File: config.mk
export PLATFORM = sky130hd
export DESIGN_NAME = register_dump_flat
export DESIGN_NICKNAME = d
export VERILOG_FILES = /design/src/rtl/mips_debug_pkg.sv /design/src/rtl/register_dump_if.sv /design/src/rtl/word_serializer.sv /design/src/rtl/register_dump.sv /design/src/flat_wrapper.sv
export SDC_FILE = /design/constraint.sdc
export NUM_CORES = 1
export LEC_CHECK = 0
export CORE_ASPECT_RATIO = 0.8
export CORE_MARGIN = 2
export CORE_UTILIZATION = 44
export DETAILED_ROUTE_END_ITERATION = 10
export PLACE_DENSITY = 0.75
export SYNTH_ARGS = -nofsm -noshare
export SYNTH_HDL_FRONTEND = slang
export SYNTH_SLANG_ARGS = --single-unit
export TNS_END_PERCENT = 100
File: constraint.sdc
create_clock -name clk -period 1.8 [get_ports clk]
set_input_delay 0.54 -clock clk [delete_from_list [all_inputs] [get_ports clk]]
set_output_delay 0.54 -clock clk [all_outputs]
set_load 0.02 [all_outputs]
File: src/rtl/mips_debug_pkg.sv
// -----------------------------------------------------------------------------
// mips_debug_pkg
// Shared definitions for the MIPS debug read-out blocks (register dump and
// memory dump).
//   NB_BYTE         : width of one byte on the debug UART stream
//   dump_state_e    : dump FSM state encoding (CKSUM is only reached when the
//                     REGDUMP_CHECKSUM_EN build option is defined)
//   BYTES_PER_WORD  : number of bytes needed to stream one word of `width` bits
// No ports (package).
// -----------------------------------------------------------------------------
package mips_debug_pkg;

  localparam int NB_BYTE = 8;

  typedef enum logic [2:0] {
    ST_IDLE  = 3'd0,
    ST_FETCH = 3'd1,
    ST_SEND  = 3'd2,
    ST_CKSUM = 3'd3,
    ST_DONE  = 3'd4
  } dump_state_e;

  function automatic int BYTES_PER_WORD(input int width);
    return width / NB_BYTE;
  endfunction

endpackage

File: src/rtl/register_dump_if.sv
// -----------------------------------------------------------------------------
// register_dump_if
// Bundles the register-file read port and the byte stream towards the UART TX.
//   rd_addr  : register address (dump block -> register file)
//   rd_data  : combinational read data for rd_addr (register file -> dump block)
//   tx_data  : byte to the transmitter
//   tx_valid : tx_data holds a byte
//   tx_ready : transmitter accepts the byte this cycle
// Modports: master = dump block side, slave = register file / transmitter side.
// -----------------------------------------------------------------------------
interface register_dump_if #(
  parameter int width = 32,
  parameter int NB    = 5
);
  import mips_debug_pkg::*;

  logic [NB-1:0]      rd_addr;
  logic [width-1:0]   rd_data;
  logic [NB_BYTE-1:0] tx_data;
  logic               tx_valid;
  logic               tx_ready;

  modport master (
    output rd_addr,
    input  rd_data,
    output tx_data,
    output tx_valid,
    input  tx_ready
  );

  modport slave (
    input  rd_addr,
    output rd_data,
    input  tx_data,
    input  tx_valid,
    output tx_ready
  );

endinterface

File: src/rtl/word_serializer.sv
// -----------------------------------------------------------------------------
// word_serializer
// Captures one word and shifts it out least significant byte first over a
// valid/ready handshake.
//   clk, reset : clock, asynchronous active-low reset
//   i_load     : capture i_word and start presenting its first byte
//   i_word     : word to serialise
//   i_ready    : downstream accepts the presented byte
//   o_byte     : presented byte (low byte of the shift register)
//   o_valid    : o_byte holds a byte not yet accepted
//   o_last     : presented byte is the last byte of the word
//   o_xfer     : a byte is accepted on the coming clock edge
// -----------------------------------------------------------------------------
module word_serializer
  import mips_debug_pkg::*;
#(
  parameter int width = 32
) (
  input  logic               clk,
  input  logic               reset,
  input  logic               i_load,
  input  logic [width-1:0]   i_word,
  input  logic               i_ready,
  output logic [NB_BYTE-1:0] o_byte,
  output logic               o_valid,
  output logic               o_last,
  output logic               o_xfer
);

  localparam int BPW    = BYTES_PER_WORD(width);
  localparam int NB_CNT = (BPW > 1) ? $clog2(BPW) : 1;
  localparam logic [NB_CNT-1:0] LAST_CNT = NB_CNT'(BPW - 1);

  logic [width-1:0]  r_shift;
  logic [NB_CNT-1:0] r_cnt;
  logic              r_valid;
  logic              w_xfer;

  assign w_xfer = r_valid & i_ready;

  // Word capture, byte shifting and byte counting; valid drops with the last byte
  always_ff @(posedge clk or negedge reset) begin
    if (!reset) begin
      r_shift <= '0;
      r_cnt   <= '0;
      r_valid <= 1'b0;
    end else if (i_load) begin
      r_shift <= i_word;
      r_cnt   <= '0;
      r_valid <= 1'b1;
    end else if (w_xfer) begin
      r_shift <= r_shift >> NB_BYTE;
      r_cnt   <= r_cnt + NB_CNT'(1);
      r_valid <= (r_cnt != LAST_CNT);
    end
  end

  assign o_byte  = r_shift[NB_BYTE-1:0];
  assign o_valid = r_valid;
  assign o_last  = (r_cnt == LAST_CNT);
  assign o_xfer  = w_xfer;

endmodule

File: src/rtl/register_dump.sv
// -----------------------------------------------------------------------------
// register_dump
// Debug reader for the MIPS register file: on start, reads every register
// through the combinational read port and streams each word as bytes (LSB
// first) to the debug UART transmitter.
//   clk   : system clock
//   reset : asynchronous active-low reset
//   start : dump request, honoured only while idle
//   busy  : dump in progress
//   done  : one-cycle pulse when the dump completes
//   bus   : register_dump_if.master (rd_addr/rd_data, tx_data/tx_valid/tx_ready)
// Build option: REGDUMP_CHECKSUM_EN appends one byte holding the XOR of all
// data bytes sent in the dump.
// The pipeline must not write the register file while busy is high.
// -----------------------------------------------------------------------------
module register_dump
  import mips_debug_pkg::*;
#(
  parameter int width  = 32,
  parameter int length = 32,
  parameter int NB     = $clog2(length)
) (
  input  logic            clk,
  input  logic            reset,
  input  logic            start,
  output logic            busy,
  output logic            done,
  register_dump_if.master bus
);

  localparam logic [NB-1:0] LAST_IDX = NB'(length - 1);

  dump_state_e        r_state;
  dump_state_e        w_state_next;
  logic [NB-1:0]      r_index;
  logic               r_busy;
  logic               r_done;
  logic               w_busy;
  logic               w_done;
  logic               w_load;
  logic               w_word_end;
  logic               w_start_ok;
  logic [NB_BYTE-1:0] w_ser_byte;
  logic               w_ser_valid;
  logic               w_ser_last;
  logic               w_ser_xfer;
`ifdef REGDUMP_CHECKSUM_EN
  logic [NB_BYTE-1:0] r_cksum;
`endif

  assign w_load     = (r_state == ST_FETCH);
  assign w_word_end = w_ser_xfer & w_ser_last;
  assign w_start_ok = (r_state == ST_IDLE) & start;

  word_serializer #(.width(width)) u_word_serializer (
    .clk     (clk),
    .reset   (reset),
    .i_load  (w_load),
    .i_word  (bus.rd_data),
    .i_ready (bus.tx_ready),
    .o_byte  (w_ser_byte),
    .o_valid (w_ser_valid),
    .o_last  (w_ser_last),
    .o_xfer  (w_ser_xfer)
  );

  // FSM state register
  always_ff @(posedge clk or negedge reset) begin
    if (!reset) begin
      r_state <= ST_IDLE;
    end else begin
      r_state <= w_state_next;
    end
  end

  // FSM next-state logic
  always_comb begin
    w_state_next = r_state;
    case (r_state)
      ST_IDLE: begin
        if (start) begin
          w_state_next = ST_FETCH;
        end else begin
          w_state_next = ST_IDLE;
        end
      end
      ST_FETCH: begin
        w_state_next = ST_SEND;
      end
      ST_SEND: begin
        if (w_word_end) begin
          if (r_index == LAST_IDX) begin
`ifdef REGDUMP_CHECKSUM_EN
            w_state_next = ST_CKSUM;
`else
            w_state_next = ST_DONE;
`endif
          end else begin
            w_state_next = ST_FETCH;
          end
        end else begin
          w_state_next = ST_SEND;
        end
      end
`ifdef REGDUMP_CHECKSUM_EN
      ST_CKSUM: begin
        if (bus.tx_ready) begin
          w_state_next = ST_DONE;
        end else begin
          w_state_next = ST_CKSUM;
        end
      end
`endif
      ST_DONE: begin
        w_state_next = ST_IDLE;
      end
      default: begin
        w_state_next = ST_IDLE;
      end
    endcase
  end

  // FSM outputs, decoded from the next state so the registered copies line up with the state
  always_comb begin
    w_busy = (w_state_next != ST_IDLE);
    w_done = (w_state_next == ST_DONE);
  end

  // Registered status outputs
  always_ff @(posedge clk or negedge reset) begin
    if (!reset) begin
      r_busy <= 1'b0;
      r_done <= 1'b0;
    end else begin
      r_busy <= w_busy;
      r_done <= w_done;
    end
  end

  // Register index: restarts at 0 on each accepted start, saturates at the last register
  always_ff @(posedge clk or negedge reset) begin
    if (!reset) begin
      r_index <= '0;
    end else if (w_start_ok) begin
      r_index <= '0;
    end else if (w_word_end && (r_index != LAST_IDX)) begin
      r_index <= r_index + NB'(1);
    end
  end

`ifdef REGDUMP_CHECKSUM_EN
  // XOR of every accepted data byte; the checksum byte itself never passes the serializer
  always_ff @(posedge clk or negedge reset) begin
    if (!reset) begin
      r_cksum <= '0;
    end else if (w_start_ok) begin
      r_cksum <= '0;
    end else if (w_ser_xfer) begin
      r_cksum <= r_cksum ^ w_ser_byte;
    end
  end

  assign bus.tx_data  = (r_state == ST_CKSUM) ? r_cksum : w_ser_byte;
  assign bus.tx_valid = w_ser_valid | (r_state == ST_CKSUM);
`else
  assign bus.tx_data  = w_ser_byte;
  assign bus.tx_valid = w_ser_valid;
`endif

  assign bus.rd_addr = r_index;
  assign busy        = r_busy;
  assign done        = r_done;

endmodule

File: src/flat_wrapper.sv
// flat-port wrapper written by rule: the top's interface ports become plain ports
module register_dump_flat import mips_debug_pkg::*;
#(
  parameter int width  = 32,
  parameter int length = 32,
  parameter int NB     = $clog2(length)
)
  (clk, reset, start, busy, done, bus_rd_addr, bus_rd_data, bus_tx_data, bus_tx_valid, bus_tx_ready);
  register_dump_if #(.width(width), .NB(NB)) bus_i ();
  input  logic clk;
  input  logic reset;
  input  logic start;
  output logic busy;
  output logic done;
  output wire logic [$bits(bus_i.rd_addr)-1:0] bus_rd_addr;
  input wire logic [$bits(bus_i.rd_data)-1:0] bus_rd_data;
  output wire logic [$bits(bus_i.tx_data)-1:0] bus_tx_data;
  output wire logic [$bits(bus_i.tx_valid)-1:0] bus_tx_valid;
  input wire logic [$bits(bus_i.tx_ready)-1:0] bus_tx_ready;
  assign bus_rd_addr = bus_i.rd_addr;
  assign bus_i.rd_data = bus_rd_data;
  assign bus_tx_data = bus_i.tx_data;
  assign bus_tx_valid = bus_i.tx_valid;
  assign bus_i.tx_ready = bus_tx_ready;
  register_dump #(.width(width), .length(length), .NB(NB)) u_core (.clk(clk), .reset(reset), .start(start), .busy(busy), .done(done), .bus(bus_i));
endmodule
==> metrics.csv, run 1 <==
stage,metric,value,unit
worst_setup_path,crit_chain,clkdlybuf4s50_1,
logic_synthesis,synth_top_cells_by_area,"dfrtp_1, mux2i_1, nand2_1, o21ai_0, buf_4",
power,vdd.ir_drop.worst,0.543,mV
logic_synthesis,synthCells,200,
cts,cts_root_buf,clkbuf_8,
worst_setup_path,cp.buffers_inverters,1,
power,pwr-share-comb,37.4,%
floorplan,rows,22,
logic_synthesis,ys_seq_area_share,53.7,%
cts,cts_buffers,5,
logic_synthesis,synth_flop_cell,dfrtp_1,
sta,drv_slew,0,
logic_synthesis,ys_warn_count,0,
cells_and_area,layout.cells.non_filler,314,
cts,path_clk_slew,80,ps
cts,clock_sinks,45,
sta,rsz0062_at_grt,false,
placed_design,portBuffers,51,
worst_setup_path,r2r_end,u_core.bus.rd_addr[2],
worst_setup_path,critical_path.max_stage_delay,590,ps
worst_setup_path,cp_max_fo,1,
worst_setup_path,start_kind,flip-flop,
flow_run,maxCapViolations,0,
cells_and_area,antenna_cells,0,
detailed_routing,post_drt_wl_per_cell,13.0,um
detailed_routing,drtIter0Drc,109,
worst_setup_path,reg2reg_depth,6,
sta,skew,4.10,ps
worst_setup_path,path_class,reg2out,
placed_design,preCtsSetupSlack,-52.8,ps
logic_synthesis,syn_avg_cell_area,10.5,um2
sta,fmax,0.570,GHz
placed_design,dp.cells,301,
logic_synthesis,ys_ff_latch,45,
global_routing,grt_pass1_wl,6580,um
floorplan,io_pins,52,
worst_setup_path,cp.arrival,1220,ps
floorplan,initial_core_util,45.6,%
cells_and_area,utilization,61.2,%
floorplan,die-area,5330,um2
logic_synthesis,synth.most_common_cell,dfrtp_1,
cts,cts_tree,built,
sta,min_period_over_period,97.5,%
logic_synthesis,ys_top_cells_by_count,"dfrtp_1, nand2_1, mux2i_1",
worst_hold_path,hold_path_class,in2async,
cts,cts_max_level,2,
power,internal_power,0.00253,W
sta,hold_violations,0,
worst_setup_path,critical-path-top-delay-family,buffers and inverters,
cts,clk_path_buf_depth,2,
logic_synthesis,synth.top_cell.area_share,53.7,%
logic_synthesis,synthArstFlopShare,100,%
sta,relSlewSlack,81.8,%
detailed_routing,drc,0,
worst_setup_path,r2r_slack,110,ps
cells_and_area,design_area,2810,um2
floorplan,die_w,81.2,um
global_routing,grt_max_degree,68,
global_routing,grt_pass1_vias,1452,
detailed_routing,viasPerCell,4.89,
cells_and_area,n_fill_cell,392,
global_routing,track_usage,16.4,%
sta,setup_viol,0,
cells_and_area,drive_above_1_share,11.4,%
cells_and_area,fin_nets,292,
cells_and_area,syn2layout_area_growth,34.1,%
logic_synthesis,yosys.cell_types.count,27,
global_routing,antenna_found_initial,0,
sta,final.setup.worst_slack,44.1,ps
sta,post-route-min-period,1760,ps
global_routing,grt_overflow_total,0,
detailed_routing,ant_nets,0,
power,p_sw_share,34.0,%
worst_setup_path,cp_slowest_cell,clkdlybuf4s50_1,
logic_synthesis,yosysTopAreaCell,dfrtp_1,
logic_synthesis,synth_area,2100,um2
power,p_leak,1.36,nW
detailed_routing,vias,1536,
power,seqPwrFrac,42.5,%
sta,holdWs,220,ps
logic_synthesis,syn_nets,239,
cts,holdBufCountCts,0,
placed_design,finalWeightedCongestion,0.764,
worst_setup_path,cp.required,1260,ps
floorplan,die_y,65.7,um
placed_design,postPlaceCellArea,2660,um2
logic_synthesis,synth-edff-count,0,
power,clock_power_share,20.2,%
placed_design,hpwl,2790,um
cts,clk_latency,290,ps
detailed_routing,finalWirelength,4080,um
power,p_per_area,1360,nW/um2
worst_setup_path,reg2reg_from,u_core.bus.rd_addr[0],
run_status,outcome,"finished, final reports clean",
worst_setup_path,end_kind,primary output,
sta,tightest_slew,272,ps
detailed_routing,drt-pass1-iter-count,4,
power,power_switching,0.00130,W
floorplan,core_area,4600,um2
==> layer usage <==
layer,track usage (%),wire [um]
met2,24.1,1810
met1,22.8,2010
met5,0,0
met4,8.05,87
met3,3.71,175
==> worst register-to-register path: stages, from the launching register on <==
cell,delay [ps]
dfrtp_2,420
ha_1,200
and3_1,150
ha_2,170
nand4b_4,200
or3_4,350
a21oi_2,130
==> kinds of logic after synthesis <==
| logic type | count (synthesis) | synth area share (%) |
|---|---|---|
| flops | 45 | 53.7 |
| compound gates | 41 | 10.1 |
| buf+inv | 20 | 6.75 |
| mux | 26 | 12.4 |
| xor+xnor | 2 | 0.836 |
| simple gates | 63 | 14.3 |
| fa+ha+maj | 3 | 1.79 |
==> final cells by class <==
cell class              instances  area (um2)  area share, %
clock buffers                   7        86.3           3.07
multi-input cells             135         846           30.1
clock inverters                 1        30.0           1.07
inverters                       2        7.51          0.267
flip-flops and latches         45        1130           40.1
well taps                      60        75.1           2.67
repair buffers                 64         639           22.7
==> flip-flops by register name, summed over array words and instances (netlist names) <==
name and flops:
u_core.u_word_serializer.r_cnt 2, u_core.bus.rd_addr 5, u_core.done 1, u_core.busy 1, u_core.u_word_serializer.r_shift 32, u_core.r_state 3
u_core.u_word_serializer.o_valid 1
==> stage by stage <==
step	TNS (ps)	power, W
finish	0	0.00383
global route	0	0.00413
CTS	0	0.00386
detailed placement	-108	0.00314
global placement	-16.2	0.00306
floorplan	0	0.00267
==> power by group through the flow <==
stage,clock network (W),registers [W],logic (W)
global route,0.000852,0.00168,0.00160
floorplan,0,0.00162,0.00105
global placement,0,0.00163,0.00143
finish,0.000773,0.00163,0.00143
CTS,0.000798,0.00163,0.00142
detailed placement,0,0.00166,0.00148
==> how the worst max path moves through the flow <==
stage | startpoint | endpoint | slack [ps] | cells past startpoint
floorplan | u_core.bus.rd_addr[1] | u_core.bus.rd_addr[3] | 20 | 6
CTS | u_core.u_word_serializer.r_shift[0] | bus_tx_data[0] | 2 | 1
global route | u_core.done | done | 7 | 1
detailed placement | bus_tx_ready | u_core.bus.rd_addr[3] | -50 | 4
global placement | bus_tx_ready | u_core.bus.rd_addr[3] | -20 | 4
finish | u_core.busy | busy | 40 | 1
==> placed cells by master (no fill, tap or decap) <==
cell type	Yosys	final
clkbuf_1	2	1
buf_4	11	9
o21bai_1	1	1
and3_1	1	1
xor2_1	2	2
a211oi_1	1	1
o21ai_0	25	24
a21o_1	1	1
a21oi_2	0	1
nand2_2	1	1
clkbuf_8	0	6
or3_1	2	1
or3_4	0	1
dfrtp_2	0	1
nand4b_4	1	1
bufinv_16	0	1
buf_2	2	1
o21ai_1	9	10
nand2b_1	1	1
inv_1	2	2
dlygate4sd2_1	0	13
nand2_1	43	43
buf_12	0	4
nor3b_4	0	1
nor4b_2	1	1
nor3_1	3	3
nor2_1	5	5
ha_2	0	1
nand3b_1	1	1
nand3_1	3	3
dlymetal6s2s_1	0	1
dfrtp_1	45	44
clkdlybuf4s50_1	0	36
mux2i_1	26	26
ha_1	3	2
a21oi_1	4	3
==> timing repair <==
item                       in CTS  in global routing
setup endpoints to repair      13                  3
buffers inserted                0                  5
gates resized for setup        13                  5
pin swaps                       0                  1
Note: power is estimated with default switching activity, not from simulation.
==> inputs of run 2 (changes only) <==
--- a/config.mk
+++ b/config.mk
@@ -5,7 +5,7 @@
 export SDC_FILE = /design/constraint.sdc
 export NUM_CORES = 1
 export LEC_CHECK = 0
-export CORE_ASPECT_RATIO = 0.8
+export ABC_AREA = 1
 export CORE_MARGIN = 2
 export CORE_UTILIZATION = 44
 export DETAILED_ROUTE_END_ITERATION = 10
==> run 2 against run 1 <==
Effect of this change:
- critical path depth is the same
- flip-flop and latch count is the same
- first-iteration DRC count grew 21%
- largest power group unchanged
==> metrics.csv, run 2 <==
stage,metric,value,unit,change
run_status,outcome,"finished, final reports clean",,
sta,drv_slew,0,,unchanged
placed_design,hpwl,3150,um,+13%
floorplan,die_y,73.8,um,+12%
cts,cts_max_level,2,,unchanged
worst_setup_path,cp_max_fo,1,,unchanged
detailed_routing,drt-pass1-iter-count,4,,unchanged
placed_design,finalWeightedCongestion,0.778,,+1.8%
cells_and_area,antenna_cells,0,,unchanged
cells_and_area,design_area,2780,um2,-1.2%
global_routing,grt_max_degree,29,,-57%
worst_setup_path,path_class,reg2out,,
cells_and_area,largest_reg_flops,32,,unchanged
worst_setup_path,cp.required,1260,ps,about the same
sta,fmax,0.566,GHz,-0.66%
power,vdd.ir_drop.worst,0.591,mV,+8.9%
global_routing,grt_pass1_wl,7500,um,+14%
power,p_leak,1.38,nW,+1.4%
logic_synthesis,synth.most_common_cell,nand2_1,,
sta,tightest_slew,468,ps,+196 ps
placed_design,postPlaceCellArea,2660,um2,about the same
power,p_sw_share,38.1,%,+4.1 points
detailed_routing,drtIter0Drc,132,,+21%
cells_and_area,fin_nets,329,,+13%
global_routing,grt_overflow_total,0,,unchanged
power,internal_power,0.00253,W,about the same
worst_setup_path,critical-path-top-delay-family,buffers and inverters,,
cts,clk_latency,300,ps,about the same
logic_synthesis,synth.top_cell.area_share,52.5,%,-1.2 points
power,clock_power_share,18.0,%,-2.2 points
worst_setup_path,start_kind,flip-flop,,
power,p_per_area,1470,nW/um2,+8.0%
detailed_routing,ant_nets,0,,unchanged
logic_synthesis,ys_top_cells_by_count,"nand2_1, dfrtp_1, nor2_1",,
logic_synthesis,ys_seq_area_share,52.5,%,-1.2 points
logic_synthesis,synth_flop_cell,dfrtp_1,,
floorplan,die-area,5450,um2,+2.1%
cts,path_clk_slew,80,ps,about the same
worst_setup_path,cp.buffers_inverters,1,,unchanged
logic_synthesis,synth_area,2140,um2,+2.3%
logic_synthesis,syn_avg_cell_area,8.89,um2,-15%
logic_synthesis,syn_nets,280,,+17%
logic_synthesis,ys_ff_latch,45,,unchanged
floorplan,rows,25,,+14%
worst_setup_path,end_kind,primary output,,
logic_synthesis,synthCells,241,,+21%
global_routing,grt_pass1_vias,1629,,+12%
sta,min_period_over_period,98.2,%,+0.65 points
logic_synthesis,synth_top_cells_by_area,"dfrtp_1, nand2_1, nand3_1, a31oi_1, nor2_1",,
sta,rsz0062_at_grt,false,,
worst_setup_path,critical_path.max_stage_delay,590,ps,about the same
power,seqPwrFrac,41.2,%,-1.3 points
cells_and_area,mostFrequentLayoutCell,nand2_1,,
detailed_routing,vias,1747,,+14%
global_routing,antenna_found_initial,0,,unchanged
cells_and_area,n_fill_cell,423,,+7.9%
cells_and_area,largest-register,u_core.u_word_serializer.r_shift,,
worst_setup_path,crit_chain,clkdlybuf4s50_1,,
cts,cts_tree,built,,
detailed_routing,post_drt_wl_per_cell,12.7,um,-2.5%
cts,cts_root_buf,clkbuf_8,,
sta,hold_violations,0,,unchanged
floorplan,io_pins,52,,unchanged
power,power_switching,0.00156,W,+20%
logic_synthesis,synth-edff-count,0,,unchanged
cells_and_area,layout_common_cells,"nand2_1, dfrtp_1, clkdlybuf4s50_1",,
worst_setup_path,cp.arrival,1230,ps,about the same
cells_and_area,layout.cells.non_filler,357,,+14%
placed_design,dp.cells,348,,+16%
cts,cts_buffers,5,,unchanged
worst_hold_path,hold_path_class,in2async,,
worst_setup_path,cp_num_cells,1,,unchanged
flow_run,maxCapViolations,0,,unchanged
sta,holdWs,187,ps,-33.5 ps
cells_and_area,syn2layout_area_growth,29.5,%,
global_routing,track_usage,18.2,%,+1.8 points
worst_setup_path,cp_slowest_cell,clkdlybuf4s50_1,,
sta,post-route-min-period,1770,ps,+11.7 ps
sta,relSlewSlack,68.8,%,-13 points
logic_synthesis,synthArstFlopShare,100,%,unchanged
cts,clk_path_buf_depth,2,,unchanged
sta,skew,9.46,ps,+5.37 ps
worst_setup_path,reg2reg_depth,9,,+3
sta,setup_viol,0,,unchanged
floorplan,die_w,73.8,um,-9.1%
placed_design,portBuffers,51,,unchanged
logic_synthesis,ys_warn_count,0,,unchanged
logic_synthesis,yosys.cell_types.count,25,,-7.4%
cts,clock_sinks,45,,unchanged
floorplan,core_area,4720,um2,+2.7%
power,pwr-share-comb,40.9,%,+3.5 points
detailed_routing,drc,0,,unchanged
logic_synthesis,yosysTopAreaCell,dfrtp_1,,
detailed_routing,viasPerCell,4.89,,about the same
detailed_routing,finalWirelength,4520,um,+11%
cells_and_area,drive_above_1_share,12.1,%,+0.65 points
floorplan,initial_core_util,45.4,%,-0.21 points
[run 2: routing by layer]
metal	GRT usage, %	vias to the layer above	share of wire [%]
li1	-	867	-
met1	24.1	816	44
met2	28.9	56	49
met3	3.02	8	5.0
met4	8.48	0	2.3
met5	0	-	0
[run 2: logic make-up after synthesis]
kind of cell	share of synthesized area (%)
fa+ha+maj	1.75
buf+inv	9.52
simple gates	29.7
compound gates	6.07
xor+xnor	0.409
flops	52.5
[run 2: cell type report]
cell class	count	area, um2	share of cell area [%]
sequential	45	1130	40.6
timing repair buffer	60	583	21.0
clock inverter	2	35.0	1.26
tap	67	83.8	3.02
multi-input combinational	165	821	29.6
inverter	13	56.3	2.03
clock buffer	5	68.8	2.48
[run 2: repair_timing]
| item | CTS | global route |
|---|---|---|
| pin swaps | 0 | 2 |
| buffers inserted | 0 | 2 |
| endpoints found under the setup margin | 15 | 8 |
| hold buffers | 0 | 0 |
| hold endpoints to repair | 0 | 0 |
| resized for setup | 15 | 6 |
[run 2: final timing paths]
kind                                                         to  slack [ps]                                  from
max                                                        busy          30                           u_core.busy
min                        u_core.u_word_serializer.r_shift[18]         190                                 reset
max reg2reg                                         u_core.busy         140                 u_core.bus.rd_addr[0]
min reg2reg                u_core.u_word_serializer.r_shift[27]         480  u_core.u_word_serializer.r_shift[27]
max in group asynchronous                 u_core.bus.rd_addr[0]        1030                                 reset
min in group clk           u_core.u_word_serializer.r_shift[27]         480  u_core.u_word_serializer.r_shift[27]
[run 2: stage by stage]
step	util [%]	setup TNS (ps)	setup slack [ps]	total power [W]
3_5_place_dp	56.4	-33.4	-33.4	0.00343
6_report	58.8	0	32.5	0.00409
3_3_place_gp	56.4	0	32.9	0.00337
4_1_cts	58.2	0	15.5	0.00410
5_1_grt	58.8	0	3.15	0.00440
2_1_floorplan	-	0	178	0.00298
[run 2: power by group through the flow]
| stage | clock network (W) | logic, W | registers [W] |
|---|---|---|---|
| floorplan | 0 | 0.00129 | 0.00169 |
| global placement | 0 | 0.00168 | 0.00169 |
| detailed placement | 0 | 0.00173 | 0.00170 |
| CTS | 0.000754 | 0.00166 | 0.00168 |
| global route | 0.000791 | 0.00188 | 0.00174 |
| finish | 0.000734 | 0.00167 | 0.00168 |
==> inputs of run 3 (changes only) <==
--- a/config.mk
+++ b/config.mk
@@ -7,9 +7,9 @@
 export LEC_CHECK = 0
 export ABC_AREA = 1
 export CORE_MARGIN = 2
-export CORE_UTILIZATION = 44
+export CORE_UTILIZATION = 53
 export DETAILED_ROUTE_END_ITERATION = 10
-export PLACE_DENSITY = 0.75
+export PLACE_DENSITY = 0.85
 export SYNTH_ARGS = -nofsm -noshare
 export SYNTH_HDL_FRONTEND = slang
 export SYNTH_SLANG_ARGS = --single-unit
==> constraint.sdc (replaced) <==
create_clock -name clk -period 2.1 [get_ports clk]
set_input_delay 0.63 -clock clk [delete_from_list [all_inputs] [get_ports clk]]
set_output_delay 0.63 -clock clk [all_outputs]
set_load 0.02 [all_outputs]
==> run 3 against run 2 <==
Effect of this change:
- critical path depth did not move
- worst hold slack improved by 95 ps
- largest power group unchanged
- largest cell class unchanged
- via count is 2.1% lower
==> metrics.csv, run 3 (synthesis gave the netlist of run 2 again) <==
stage,metric,value,unit,change
detailed_routing,top_layer,met4,,
power,vdd.ir_drop.worst,0.690,mV,+17%
sta,post-route-min-period,2000,ps,
floorplan,rows,23,,-8.0%
floorplan,die_y,67.6,um,-8.4%
worst_setup_path,critical_path.max_stage_delay,640,ps,+50 ps
run_status,outcome,"finished, final reports clean",,
cells_and_area,layout_common_cells,"nand2_1, clkdlybuf4s50_1, dfrtp_1",,
sta,tightest_slew,482,ps,+13.0 ps
power,p_per_area,1310,nW/um2,-11%
placed_design,hpwl,2960,um,-6.0%
sta,fin_setup_tns,0,ps,unchanged
cts,cts_buffers,5,,unchanged
cells_and_area,syn2layout_area_growth,26.3,%,
global_routing,track_usage,20.9,%,+2.7 points
sta,hold_violations,0,,unchanged
floorplan,initial_core_util,54.4,%,+9.0 points
cells_and_area,largest-register,u_core.u_word_serializer.r_shift,,
worst_setup_path,critical-path-top-delay-family,buffers and inverters,,
worst_setup_path,start_kind,flip-flop,,
global_routing,grt_pass1_wl,6980,um,-7.0%
cts,post_cts_resized,0,,-15
power,p_leak,1.29,nW,-6.4%
sta,relSlewSlack,67.9,%,-0.87 points
cts,post_cts_buffers,0,,unchanged
sta,setup_viol,0,,unchanged
worst_setup_path,cp_num_cells,1,,unchanged
detailed_routing,vias,1711,,-2.1%
cts,clock_sinks,45,,unchanged
global_routing,antenna_found_initial,0,,unchanged
cts,clk_latency,300,ps,about the same
placed_design,preCtsSetupSlack,153,ps,+186 ps
floorplan,core_area,3940,um2,-17%
worst_setup_path,r2r_slack,360,ps,+220 ps
cts,path_clk_slew,80,ps,about the same
sta,final.setup.worst_slack,96.6,ps,+64.2 ps
cells_and_area,drive_above_1_share,8.77,%,-3.3 points
detailed_routing,finalWirelength,4190,um,-7.3%
cells_and_area,antenna_cells,0,,unchanged
worst_setup_path,cp.required,1470,ps,+210 ps
cts,cts_tree,built,,
worst_setup_path,cp_slowest_cell,clkdlybuf4s50_1,,
detailed_routing,ant_nets,0,,unchanged
worst_setup_path,cp.buffers_inverters,1,,unchanged
cts,clk_path_buf_depth,2,,unchanged
sta,min_period_over_period,95.4,%,
floorplan,io_pins,52,,unchanged
global_routing,grt_pass1_vias,1524,,-6.4%
worst_setup_path,end_kind,primary output,,
sta,rsz0062_at_grt,false,,
cells_and_area,mostFrequentLayoutCell,nand2_1,,
detailed_routing,post_drt_wl_per_cell,12.5,um,-1.2%
cells_and_area,largest_reg_flops,32,,unchanged
flow_run,maxCapViolations,0,,unchanged
detailed_routing,wl_met3,222,um,-1.8%
placed_design,portBuffers,51,,unchanged
cells_and_area,fin_nets,323,,-1.8%
detailed_routing,viasPerCell,5.11,,+4.4%
worst_hold_path,hold_path_class,in2async,,
sta,fmax,0.499,GHz,
cts,cts_max_level,2,,unchanged
cells_and_area,n_fill_cell,297,,-30%
worst_setup_path,reg2reg_from,u_core.bus.rd_addr[0],,
floorplan,die_w,67.6,um,-8.4%
worst_setup_path,cp.arrival,1370,ps,+140 ps
cts,cts_root_buf,clkbuf_8,,
detailed_routing,drt-pass1-iter-count,5,,+1
worst_setup_path,reg2reg_depth,8,,-1
cts,holdBufCountCts,0,,unchanged
worst_setup_path,r2r_end,u_core.bus.rd_addr[2],,
global_routing,grt_overflow_total,0,,unchanged
detailed_routing,drc,0,,unchanged
floorplan,die-area,4570,um2,-16%
worst_setup_path,cp_max_fo,6,,+5
sta,drv_slew,0,,unchanged
sta,skew,3.76,ps,-5.70 ps
global_routing,grt_max_degree,44,,+52%
detailed_routing,drtIter0Drc,90,,-32%
detailed_routing,wl_met2,2080,um,-5.8%
worst_setup_path,crit_chain,clkdlybuf4s50_1,,
detailed_routing,drt-met1-wl,1830,um,-8.1%
worst_setup_path,path_class,reg2out,,
placed_design,finalWeightedCongestion,0.777,,about the same
-- run 3: cell type report --
| type | count | area [um2] | share of cell area [%] |
|---|---|---|---|
| clock inverter | 2 | 37.5 | 1.39 |
| multi-input combinational | 165 | 813 | 30.1 |
| timing repair buffer | 54 | 528 | 19.5 |
| sequential | 45 | 1130 | 41.6 |
| inverter | 13 | 56.3 | 2.08 |
| tap | 50 | 62.6 | 2.31 |
| clock buffer | 6 | 82.6 | 3.05 |
-- run 3: through the flow --
stage	total power [W]	area (um2)	utilization [%]	hold slack [ps]	instances
5_1_grt	0.00379	2710	68.6	312	335
2_1_floorplan	0.00256	2140	-	334	241
6_report	0.00353	2710	68.6	281	335
3_3_place_gp	0.00279	2590	65.6	457	327
3_5_place_dp	0.00286	2590	65.6	461	327
4_1_cts	0.00355	2710	68.6	293	335
-- run 3: worst max path at each step --
stage,start,end
finish,u_core.bus.rd_addr[0],bus_rd_addr[0]
detailed placement,bus_tx_ready,u_core.u_word_serializer.r_cnt[1]
global route,u_core.u_word_serializer.o_valid,bus_tx_valid
floorplan,u_core.bus.rd_addr[0],u_core.bus.rd_addr[2]
global placement,bus_tx_ready,u_core.u_word_serializer.r_shift[3]
CTS,u_core.bus.rd_addr[0],bus_rd_addr[0]
-- run 3: where the power goes --
group	internal [W]	switching, W	total, W
combinational	0.000587	0.000818	0.00141
sequential	0.00123	0.000218	0.00145
clock	0.000387	0.000291	0.000677
total	0.00221	0.00133	0.00353
-- run 3: metal layers --
| layer | vias up | track usage, % |
|---|---|---|
| met5 | - | 0 |
| met1 | 798 | 27.8 |
| li1 | 860 | - |
| met4 | 0 | 7.14 |
| met3 | 5 | 4.67 |
| met2 | 48 | 33.7 |
